File: src/rtl/ghost_motion_engine.sv
// Ghost motion engine.
// Moves NUM_GHOSTS sprites once per video frame. A single datapath is
// time-shared across the ghosts: on each accepted startOfFrame the FSM
// sweeps ghost 0..NUM_GHOSTS-1, spending one UPDATE cycle (eaten / respawn /
// wall bounce / random turn / move) and one CLAMP cycle (screen limits) on
// each. Positions are signed fixed point with FP_SHIFT fraction bits; the
// pixel outputs are the floor of the fixed-point value.

module ghost_motion_engine #(
  parameter int          NUM_GHOSTS     = 4,
  parameter int          FP_SHIFT       = 6,
  parameter int          SPEED          = 60,
  parameter int          OBJ_W          = 32,
  parameter int          OBJ_H          = 32,
  parameter int          HOME_X         = 300,
  parameter int          HOME_Y         = 220,
  parameter int          TURN_FRAMES    = 150,
  parameter int          RESPAWN_FRAMES = 64,
  parameter logic [15:0] LFSR_SEED      = 16'hACE1
) (
  input  logic                           clk,
  input  logic                           resetN,
  input  logic                           startOfFrame,
  input  logic                           restart,
  input  logic                           freeze,
  input  logic                           frightened,
  input  logic [4*NUM_GHOSTS-1:0]        hit_edge,
  input  logic [NUM_GHOSTS-1:0]          eaten,
  output logic signed [11*NUM_GHOSTS-1:0] topLeftX,
  output logic signed [11*NUM_GHOSTS-1:0] topLeftY,
  output logic [2*NUM_GHOSTS-1:0]        dir,
  output logic                           busy
);

  // ---------------------------------------------------------------------
  // Widths and constants
  // ---------------------------------------------------------------------
  localparam int PW = 11 + FP_SHIFT;
  localparam int GW = (NUM_GHOSTS > 1) ? $clog2(NUM_GHOSTS) : 1;
  localparam int FW = (TURN_FRAMES > 1) ? $clog2(TURN_FRAMES) : 1;
  localparam int RW = (RESPAWN_FRAMES > 0) ? $clog2(RESPAWN_FRAMES + 1) : 1;

  typedef logic signed [PW-1:0] fix_t;

  // Direction encoding: 0 right, 1 down, 2 left, 3 up. Reversal is dir ^ 2,
  // a quarter turn is dir +/- 1 modulo 4.
  localparam logic [1:0] DIR_RIGHT = 2'd0;
  localparam logic [1:0] DIR_DOWN  = 2'd1;
  localparam logic [1:0] DIR_LEFT  = 2'd2;
  localparam logic [1:0] DIR_UP    = 2'd3;

  localparam fix_t ONE_PX  = fix_t'(1 << FP_SHIFT);
  localparam fix_t SPEED_N = fix_t'(SPEED);
  localparam fix_t SPEED_F = fix_t'(SPEED >> 1);
  localparam fix_t HOME_XF = fix_t'(HOME_X << FP_SHIFT);
  localparam fix_t HOME_YF = fix_t'(HOME_Y << FP_SHIFT);
  localparam fix_t X_MIN   = fix_t'(1 << FP_SHIFT);
  localparam fix_t X_MAX   = fix_t'((638 - OBJ_W) << FP_SHIFT);
  localparam fix_t Y_MIN   = fix_t'(1 << FP_SHIFT);
  localparam fix_t Y_MAX   = fix_t'((478 - OBJ_H) << FP_SHIFT);

  localparam logic [GW-1:0] LAST_GHOST = GW'(NUM_GHOSTS - 1);
  localparam logic [FW-1:0] LAST_FRAME = FW'(TURN_FRAMES - 1);
  localparam logic [RW-1:0] RESP_LOAD  = RW'(RESPAWN_FRAMES);

  typedef enum logic [1:0] {
    S_IDLE,
    S_WAIT_SOF,
    S_UPDATE,
    S_CLAMP
  } state_t;

  // ---------------------------------------------------------------------
  // State
  // ---------------------------------------------------------------------
  state_t            state_q;
  state_t            state_d;
  logic [GW-1:0]     gidx;
  logic [FW-1:0]     frame_cnt;
  logic [15:0]       lfsr;

  fix_t              pos_x   [NUM_GHOSTS];
  fix_t              pos_y   [NUM_GHOSTS];
  logic [1:0]        dir_q   [NUM_GHOSTS];
  logic [RW-1:0]     resp_q  [NUM_GHOSTS];
  logic [3:0]        edge_lat[NUM_GHOSTS];
  logic [NUM_GHOSTS-1:0] eaten_lat;

  logic              last_ghost;
  logic              turn_frame;
  logic              lfsr_fb;

  assign last_ghost = (gidx == LAST_GHOST);
  assign turn_frame = (frame_cnt == LAST_FRAME);
  assign lfsr_fb    = lfsr[15] ^ lfsr[13] ^ lfsr[12] ^ lfsr[10];

  // ---------------------------------------------------------------------
  // FSM
  // ---------------------------------------------------------------------

  // State register; restart returns to IDLE like a reset.
  // NOTE: clocked state is always assigned with <= so every flop samples the
  // pre-edge value of every other flop, independent of statement order.
  always_ff @(posedge clk or negedge resetN) begin
    if (!resetN)      state_q <= S_IDLE;
    else if (restart) state_q <= S_IDLE;
    else              state_q <= state_d;
  end

  // Next-state and busy decode: two cycles per ghost once a frame starts.
  // NOTE: every output of a combinational block gets a default first, so no
  // path through the case leaves a value held and no latch is inferred.
  always_comb begin
    state_d = state_q;
    busy    = 1'b0;
    case (state_q)
      S_IDLE:     state_d = S_WAIT_SOF;
      S_WAIT_SOF: if (startOfFrame && !freeze) state_d = S_UPDATE;
      S_UPDATE: begin
        busy    = 1'b1;
        state_d = S_CLAMP;
      end
      S_CLAMP: begin
        busy    = 1'b1;
        state_d = last_ghost ? S_WAIT_SOF : S_UPDATE;
      end
      default:    state_d = S_IDLE;
    endcase
  end

  // Ghost index, frame counter and LFSR; the latter two step once per sweep.
  always_ff @(posedge clk or negedge resetN) begin
    if (!resetN) begin
      gidx      <= '0;
      frame_cnt <= '0;
      lfsr      <= LFSR_SEED;
    end else if (restart) begin
      gidx      <= '0;
      frame_cnt <= '0;
      lfsr      <= LFSR_SEED;
    end else if (state_q == S_CLAMP) begin
      if (last_ghost) begin
        gidx      <= '0;
        frame_cnt <= turn_frame ? '0 : frame_cnt + FW'(1);
        lfsr      <= {lfsr[14:0], lfsr_fb};
      end else begin
        gidx <= gidx + GW'(1);
      end
    end
  end

  // ---------------------------------------------------------------------
  // Sticky event latches
  // ---------------------------------------------------------------------

  // Wall and eaten events accumulate between visits; the visit consumes
  // them, but an event arriving in that same cycle is kept for next frame.
  always_ff @(posedge clk or negedge resetN) begin
    if (!resetN) begin
      for (int g = 0; g < NUM_GHOSTS; g++) edge_lat[g] <= '0;
      eaten_lat <= '0;
    end else if (restart) begin
      for (int g = 0; g < NUM_GHOSTS; g++) edge_lat[g] <= '0;
      eaten_lat <= '0;
    end else begin
      for (int g = 0; g < NUM_GHOSTS; g++) begin
        if (state_q == S_UPDATE && gidx == GW'(g)) begin
          edge_lat[g]  <= hit_edge[4*g +: 4];
          eaten_lat[g] <= eaten[g];
        end else begin
          edge_lat[g]  <= edge_lat[g] | hit_edge[4*g +: 4];
          eaten_lat[g] <= eaten_lat[g] | eaten[g];
        end
      end
    end
  end

  // ---------------------------------------------------------------------
  // Shared datapath for the ghost selected by gidx
  // ---------------------------------------------------------------------
  fix_t          cur_x, cur_y, spd;
  logic [1:0]    cur_dir;
  logic [RW-1:0] cur_resp;
  logic [3:0]    cur_edge;
  logic          facing_hit;
  fix_t          upd_x, upd_y;
  logic [1:0]    upd_dir;
  logic [RW-1:0] upd_resp;
  fix_t          clp_x, clp_y;
  logic [1:0]    clp_dir;

  // UPDATE step: eaten > parked > wall bounce > random turn, then move.
  always_comb begin
    cur_x    = pos_x[gidx];
    cur_y    = pos_y[gidx];
    cur_dir  = dir_q[gidx];
    cur_resp = resp_q[gidx];
    cur_edge = edge_lat[gidx];
    spd      = frightened ? SPEED_F : SPEED_N;

    // Edge bits are {left, top, right, bottom}; pick the one ahead of us.
    case (cur_dir)
      DIR_RIGHT: facing_hit = cur_edge[1];
      DIR_DOWN:  facing_hit = cur_edge[0];
      DIR_LEFT:  facing_hit = cur_edge[3];
      default:   facing_hit = cur_edge[2];
    endcase

    upd_x    = cur_x;
    upd_y    = cur_y;
    upd_dir  = cur_dir;
    upd_resp = cur_resp;

    if (eaten_lat[gidx]) begin
      upd_x    = HOME_XF;
      upd_y    = HOME_YF;
      upd_resp = RESP_LOAD;
    end else if (cur_resp != '0) begin
      upd_resp = cur_resp - RW'(1);
    end else begin
      if (facing_hit) begin
        // Back off one pixel out of the wall before moving the other way.
        upd_dir = cur_dir ^ 2'd2;
        case (cur_dir)
          DIR_RIGHT: upd_x = cur_x - ONE_PX;
          DIR_DOWN:  upd_y = cur_y - ONE_PX;
          DIR_LEFT:  upd_x = cur_x + ONE_PX;
          default:   upd_y = cur_y + ONE_PX;
        endcase
      end else if (turn_frame) begin
        upd_dir = lfsr[gidx] ? cur_dir + 2'd1 : cur_dir - 2'd1;
      end
      case (upd_dir)
        DIR_RIGHT: upd_x = upd_x + spd;
        DIR_DOWN:  upd_y = upd_y + spd;
        DIR_LEFT:  upd_x = upd_x - spd;
        default:   upd_y = upd_y - spd;
      endcase
    end
  end

  // CLAMP step: keep the sprite on screen, bouncing if it was heading out.
  always_comb begin
    clp_x   = cur_x;
    clp_y   = cur_y;
    clp_dir = cur_dir;
    if (cur_x < X_MIN) begin
      clp_x = X_MIN;
      if (cur_dir == DIR_LEFT) clp_dir = DIR_RIGHT;
    end else if (cur_x > X_MAX) begin
      clp_x = X_MAX;
      if (cur_dir == DIR_RIGHT) clp_dir = DIR_LEFT;
    end
    if (cur_y < Y_MIN) begin
      clp_y = Y_MIN;
      if (cur_dir == DIR_UP) clp_dir = DIR_DOWN;
    end else if (cur_y > Y_MAX) begin
      clp_y = Y_MAX;
      if (cur_dir == DIR_DOWN) clp_dir = DIR_UP;
    end
  end

  // Per-ghost registers, written back for the ghost under service.
  // NOTE: the ghost arrays are reset because each entry has a distinct,
  // architecturally visible start position and direction.
  always_ff @(posedge clk or negedge resetN) begin
    if (!resetN) begin
      for (int g = 0; g < NUM_GHOSTS; g++) begin
        pos_x[g]  <= fix_t'((HOME_X + g * OBJ_W) << FP_SHIFT);
        pos_y[g]  <= HOME_YF;
        dir_q[g]  <= 2'(g % 4);
        resp_q[g] <= '0;
      end
    end else if (restart) begin
      for (int g = 0; g < NUM_GHOSTS; g++) begin
        pos_x[g]  <= fix_t'((HOME_X + g * OBJ_W) << FP_SHIFT);
        pos_y[g]  <= HOME_YF;
        dir_q[g]  <= 2'(g % 4);
        resp_q[g] <= '0;
      end
    end else if (state_q == S_UPDATE) begin
      pos_x[gidx]  <= upd_x;
      pos_y[gidx]  <= upd_y;
      dir_q[gidx]  <= upd_dir;
      resp_q[gidx] <= upd_resp;
    end else if (state_q == S_CLAMP) begin
      pos_x[gidx] <= clp_x;
      pos_y[gidx] <= clp_y;
      dir_q[gidx] <= clp_dir;
    end
  end

  // ---------------------------------------------------------------------
  // Outputs: pixel = floor(fixed >> FP_SHIFT), i.e. the integer bits.
  // ---------------------------------------------------------------------
  for (genvar g = 0; g < NUM_GHOSTS; g++) begin : g_out
    assign topLeftX[11*g +: 11] = pos_x[g][FP_SHIFT +: 11];
    assign topLeftY[11*g +: 11] = pos_y[g][FP_SHIFT +: 11];
    assign dir[2*g +: 2]        = dir_q[g];
  end

endmodule

File: config.mk
export PLATFORM = sky130hd
export DESIGN_NAME = ghost_motion_engine
export DESIGN_NICKNAME = d
export VERILOG_FILES = /design/src/rtl/ghost_motion_engine.sv
export SDC_FILE = /design/constraint.sdc
export NUM_CORES = 1
export LEC_CHECK = 0
export BUFFER_PORTS_ARGS = -buffer_cell sky130_fd_sc_hd__buf_2
export CORE_ASPECT_RATIO = 0.5
export CORE_MARGIN = 1
export CORE_UTILIZATION = 57
export CTS_BUF_LIST = sky130_fd_sc_hd__clkbuf_8
export CTS_CLUSTER_DIAMETER = 120
export DETAILED_ROUTE_END_ITERATION = 8
export PLACE_DENSITY = 0.77
export SLEW_MARGIN = 10
export SYNTH_ARGS = -nofsm -noshare
export SYNTH_HDL_FRONTEND = slang
export SYNTH_SLANG_ARGS = --single-unit
File: constraint.sdc
create_clock -name clk -period 5.42 [get_ports clk]
set_input_delay 0.271 -clock clk [delete_from_list [all_inputs] [get_ports clk]]
set_output_delay 0.271 -clock clk [all_outputs]
set_load 0.01 [all_outputs]
==> results.toml, run 1 <==
[worst_setup_path]
cp_slowest_cell = "mux4_2"
end_kind = "register"
max_stage_delay_ns = 0.60
cp_cell_sequence = "buf_4 > mux4_2 > a22o_1 > o22ai_4 > mux2i_2 > and2_4 > inv_1 > ha_1 > ha_1 > o21a_1 > or4_1 > a21oi_2 > o21ai_1 > a211oi_2 > o21ai_0 > xor2_1 > a221oi_2 > o21ai_0"
crit_required_ns = 5.79
path_class = "reg2reg"
worst-path-buf-inv = 2
cp.arrival_ns = 5.58
cp-start-kind = "register"
path_delay_family = "compound AO/OA/AOI/OAI gates"
worstPathMaxFanout = 7

[power_and_ir_drop]
power_density_nw_per_um2 = 240
ir_drop_mv = 0.217
p_leak_nw = 6.95
power_mw = 3.82

[sta]
setup_viol = 0
finalHoldViolations = 0
drv_slew = 0
period_share = 0.961
relSlewSlack = 0.250
finalWorstSetupSlack_ns = 0.211
max_freq_mhz = 192
final.setup_skew_ns = 0.0328
tightest_slew_ns = 1.12
fin_crit_ns = 5.21

[die]
fp-row-count = 40
die_height_um = 114
coreArea_um2 = 24400
initial_core_util = 0.590
die_x_um = 227
ioPinCount = 123
die_area_um2 = 25900

[route]
first_pass_iters = 6
ant_nets = 0
via_per_inst = 6.73
routed_wl_um = 48600
num_vias = 13200
initialDrtViolationCount = 1883
drc = 0
avgRoutedWirePerCell_um = 24.7

[cts]
root_buffer = "clkbuf_8"
cts_tree = "built"
cts-htree-levels = 2
cts.path.max_buffers = 3
clk_latency_ns = 0.56
cts.sinks = 220
clk_pin_slew_worst_paths_ns = 0.07
cts_buffers = 34

[yosys]
synth_seq_cells = 220
synth_top_cell_by_area = "dfrtp_1"
netlist_area_um2 = 14400
synth-adder-area-share = 0.0449
yosysMostFrequentCell = "dfrtp_1"
syn_avg_cell_area_um2 = 9.33
synthTopCellsByCount = "171 x dfrtp_1, 169 x nand2_1, 161 x nor2_1"
yosysWarnings = 0
postSynth.asyncResetShare = 1.00
ys.flop_type = "dfrtp_1"
synth_compound_area_frac = 0.209
yosys.area_share.simple = 0.155
syn_nets = 1620
yosys.cell_types.count = 82
synth.mux.area_fraction = 0.0958
synthCells = 1543
synth-xor-area-share = 0.0256
synth.area.top_cells = "dfrtp_1 30%, dfstp_2 8.9%, mux4_2 7.0%"
synth_top_family_by_area = "compound AO/OA/AOI/OAI gates"
synth_edf_count = 0
synth_seq_area_share = 0.387
synth_top_area_share = 0.297

[place]
dpl.hpwl_um = 34400
numPortBuffers = 122
dp_slack_ns = 0.0516
dp_cells = 1881
gp_congestion = 0.995

[grt]
grt_max_degree = 117
grt_overflow_total = 0
grt_pass1_vias = 12800
track_usage = 0.379
use_met2 = 0.560
grt_pass1_wl_um = 74100
use_met1 = 0.538
grt_use_met3 = 0.0985
grt-busiest-layer = "met2"
antenna_found_initial = 0

[final_layout]
final_cells = 1967
syn2layout_area_growth_pct = 10.9
drive_gt1_frac = 0.236
final_nets = 1683
num_antenna_cells = 0
fillCellCount = 2006

[status]
status = "finished clean"

[run]
drv_cap = 0

[min_path]
hold_path_class = "in2reg"
## final timing paths
| kind | startpoint | end | slack [ns] | cells after the start |
|---|---|---|---|---|
| worst max register to register | gidx[0] | topLeftX[9] | 0.21 | 18 |
| worst max-delay path | gidx[0] | topLeftX[9] | 0.21 | 18 |
| min in group asynchronous | resetN | frame_cnt[4] | 0.37 | 2 |
| worst min register to register | pos_x[19] | pos_x[19] | 0.48 | 2 |
| max in group asynchronous | resetN | topLeftX[9] | 3.94 | 3 |
| worst min-delay path | startOfFrame | state_q[0] | 0.19 | 4 |
## cell usage in the layout, fill, tap and decap left out, drive strengths merged, types with 9 or more instances in the layout
master,count
nor2b,9
a221o,11
o32a,13
inv,47
ha,50
a22o,35
mux4,45
nand3,29
a21oi,115
o22a,23
nor3,37
dlygate4sd3,21
o21a,14
nor2,164
dfrtp,171
nand2,169
dfstp,49
xor2,15
clkbuf,45
nand4,9
buf,181
a31oi,9
a21o,14
xnor2,27
and3,16
or3,13
o21ai,102
o221ai,16
mux2i,32
a211oi,18
## stage by stage
step | hold slack [ns] | setup TNS (ns) | area, um2 | utilization
after floorplan | -0.0246 | 0 | 14400 | -
after global placement | 0.412 | 0 | 14900 | 0.611
after detailed placement | 0.415 | 0 | 14900 | 0.611
after CTS | 0.178 | 0 | 15900 | 0.651
after global routing | 0.201 | -0.0114 | 16000 | 0.655
final | 0.190 | 0 | 16000 | 0.655
## final cells by class
| cell class | instances | area (um2) | share of cell area |
|---|---|---|---|
| Tap cell | 336 | 420 | 0.0263 |
| Inverter | 40 | 150 | 0.00941 |
| Multi-Input combinational cell | 1107 | 7730 | 0.485 |
| Clock inverter | 17 | 169 | 0.0106 |
| Sequential cell | 220 | 5570 | 0.349 |
| Timing Repair Buffer | 203 | 1310 | 0.0818 |
| Clock buffer | 44 | 606 | 0.0380 |
## logic make-up (layout without fill, tap and decap cells)
kind of cell             count (synthesis)  count (layout)
adder cells (fa/ha/maj)                 51              51
XOR/XNOR                                42              42
buffers and inverters                  216             304
AND/OR/NAND/NOR                        494             494
AO/OA/AOI/OAI                          439             439
multiplexers                            81              81
flip-flops                             220             220
## sequential cells by signal, summed over array words and instances, names as in the netlist
signal     flops
dir            8
eaten_lat      4
edge_lat      16
frame_cnt      8
gidx           2
lfsr          16
pos_x         24
pos_y         24
resp_q        28
state_q        2
topLeftX      44
topLeftY      44
## layer usage
metal | vias to the layer above | wire length [um]
met4 | 0 | 1640
met1 | 6582 | 20200
met2 | 842 | 21200
met3 | 126 | 5630
met5 | - | 0
li1 | 5695 | -
## worst min-delay path, cell delays in order
cell,delay [ns]
buf_2,0.08
nand2b_1,0.09
mux2i_1,0.16
a21oi_1,0.08
## what timing repair did
item | 4_1_cts | 5_1_grt
hold buffers | 21 | 0
gates resized for setup | 0 | 14
setup endpoints to repair | 0 | 52
endpoints found under the hold margin | 86 | 0
buffers inserted | 0 | 4
## power by group
group	leakage, nW	switching [mW]	internal, mW
sequential	2.87	0.0161	1.66
combinational	3.67	0.364	0.194
clock	0.411	0.709	0.883
total	6.95	1.09	2.73
Note: power is estimated with default switching activity, not from simulation.
==> run 2: changes to the inputs <==
- BUFFER_PORTS_ARGS: -buffer_cell sky130_fd_sc_hd__buf_2 -> not set
- CORE_UTILIZATION: 57 -> 60
- DONT_BUFFER_PORTS: not set -> 1
- PLACE_DENSITY: 0.77 -> 0.76
==> run 2 against run 1 <==
Compared with the run above: clock skew is 0.0014 ns lower; largest power group unchanged; critical endpoint is now topLeftX[43]; register-to-register slack hardly changed; first-iteration DRC count is 12% lower; routed wire length shrank 1.7%.
==> results.toml, run 2 (synthesis results as in run 1) <==
[die]
die_x_um = 221
ioPinCount = 123
initial_core_util = 0.621
die_height_um = 112
coreArea_um2 = 23200
die_area_um2 = 24600
fp-row-count = 39

[route]
routed_wl_um = 47800
avgRoutedWirePerCell_um = 26.3
drc = 0
via_per_inst = 7.01
first_pass_iters = 8
initialDrtViolationCount = 1665
num_vias = 12700
ant_nets = 0

[min_path]
hold_end = "pos_y[4]"
min_path_cells = 3
min_from = "restart"
hold_path_class = "in2reg"

[grt]
track_usage = 0.390
grt_overflow_total = 0
grt_pass1_wl_um = 73600
antenna_found_initial = 1
grt_max_degree = 221
grt_pass1_vias = 12300

[place]
dpl.hpwl_um = 32900
gp_congestion = 1.01
numPortBuffers = 0

[sta]
tns_ns = 0
setup_viol = 0
final.setup_skew_ns = 0.0314
max_freq_mhz = 192
finalHoldViolations = 0
relSlewSlack = 0.182
rsz0062_at_grt = "no"
period_share = 0.963
tightest_slew_ns = 1.23
fin_crit_ns = 5.22
drv_slew = 0

[cts]
root_buffer = "clkbuf_8"
cts.path.max_buffers = 3
cts_tree = "built"
clk_pin_slew_worst_paths_ns = 0.07
cts_buffers = 34
clk_latency_ns = 0.55
cts-htree-levels = 2
cts.sinks = 220

[worst_setup_path]
path_class = "reg2reg"
cp-start-kind = "register"
end_kind = "register"
timing.rr.end = "topLeftX[43]"
worst-path-buf-inv = 2
cp.arrival_ns = 5.69
path_delay_family = "simple AND/OR/NAND/NOR gates"
cp_slowest_cell = "mux4_2"
r2r_setup_slack_ns = 0.20
max_stage_delay_ns = 0.59
reg2reg_depth = 19
r2r-start = "gidx[0]"
crit_required_ns = 5.89
cp_cell_sequence = "buf_12 > mux4_2 > inv_1 > ha_1 > or3b_2 > nor3_1 > nand2_1 > a21oi_1 > a211o_1 > ha_1 > a21o_1 > a21o_1 > or3_1 > nor3_1 > o31ai_1 > mux2i_1 > xnor2_1 > a22o_1 > a32o_1"
worstPathMaxFanout = 24

[power_and_ir_drop]
sw_frac_of_total = 0.294
ir_drop_mv = 0.223
pwr-share-seq = 0.458
comb_power_share = 0.147
clockPowerShare = 0.395
power_mw = 3.66
p_int_mw = 2.58
power.switching_mw = 1.08
p_leak_nw = 6.42
power_density_nw_per_um2 = 240

[final_layout]
drive_gt1_frac = 0.163
final_nets = 1560
fillCellCount = 1900
syn2layout_area_growth_pct = 5.82
layout_common_cells = "169 x nand2_1, 169 x dfrtp_1, 161 x nor2_1"

[status]
status = "finished clean"

[run]
drv_cap = 0
run 2: cell count changes in the layout (fill, tap and decap cells not counted), moves of 4 or more:
cell      previous run  this run
buf_2              121         0
buf_4               58        53
inv_1               43        51
clkbuf_8            45        41
run 2: stage by stage:
| step | instances | instance area [um2] | util | hold slack (ns) | worst slack, ns |
|---|---|---|---|---|---|
| final | 1816 | 15200 | 0.657 | 0.0504 | 0.200 |
| after floorplan | 1543 | 14400 | - | -0.0246 | 0.0623 |
| after CTS | 1811 | 15200 | 0.654 | 0.0234 | 0.143 |
| after global placement | 1726 | 14200 | 0.613 | -0.0190 | 0.273 |
| after global routing | 1815 | 15200 | 0.657 | 0.0622 | 0.0103 |
| after detailed placement | 1726 | 14200 | 0.613 | -0.0191 | 0.217 |
run 2: power groups by stage:
| stage | Clock [mW] | Combinational (mW) | Sequential (mW) |
|---|---|---|---|
| after global placement | 0 | 0.449 | 1.70 |
| final | 1.44 | 0.537 | 1.68 |
| after global routing | 1.52 | 0.577 | 1.68 |
| after CTS | 1.45 | 0.515 | 1.67 |
| after floorplan | 0 | 0.337 | 1.69 |
| after detailed placement | 0 | 0.452 | 1.70 |
run 2: how the worst max path moves through the flow:
stage / startpoint / endpoint / slack [ns] / depth (start not counted)
floorplan: gidx[0] / topLeftX[20] / 0.06 / 22
global placement: gidx[1] / topLeftY[32] / 0.27 / 18
detailed placement: gidx[1] / topLeftX[29] / 0.22 / 19
CTS: gidx[1] / topLeftX[29] / 0.14 / 19
global route: gidx[0] / topLeftY[40] / 0.01 / 20
finish: gidx[0] / topLeftX[43] / 0.20 / 19
run 2: metal layers:
layer | GRT usage | share of wire
met1 | 0.556 | 0.42
met4 | 0.145 | 0.036
met3 | 0.103 | 0.12
met5 | 0 | 0
met2 | 0.575 | 0.43
run 2: worst reg2reg max path, delay by kind of cell, from the launching register on:
kind	cells	cell delay, ns
buf+inv	2	0.36
simple gates	5	1.40
mux	2	0.76
xor+xnor	1	0.36
fa+ha+maj	2	0.45
compound gates	7	1.34
flops	1	0.49
run 2: layout make-up:
type                       count  area (um2)  share of cell area
sequential                   220        5570               0.366
clock buffer                  41         564              0.0371
clock inverter                20         119             0.00781
tap                          307         384              0.0252
timing repair buffer          80         724              0.0476
inverter                      40         150             0.00986
multi-input combinational   1107        7710               0.506
antenna                        1        2.50            0.000164
run 2: repair_timing:
item / CTS / global route
hold buffers: 24 / 0
setup endpoints to repair: 0 / 33
buffers inserted: 0 / 4
resized for setup: 0 / 9
endpoints found under the hold margin: 296 / 0
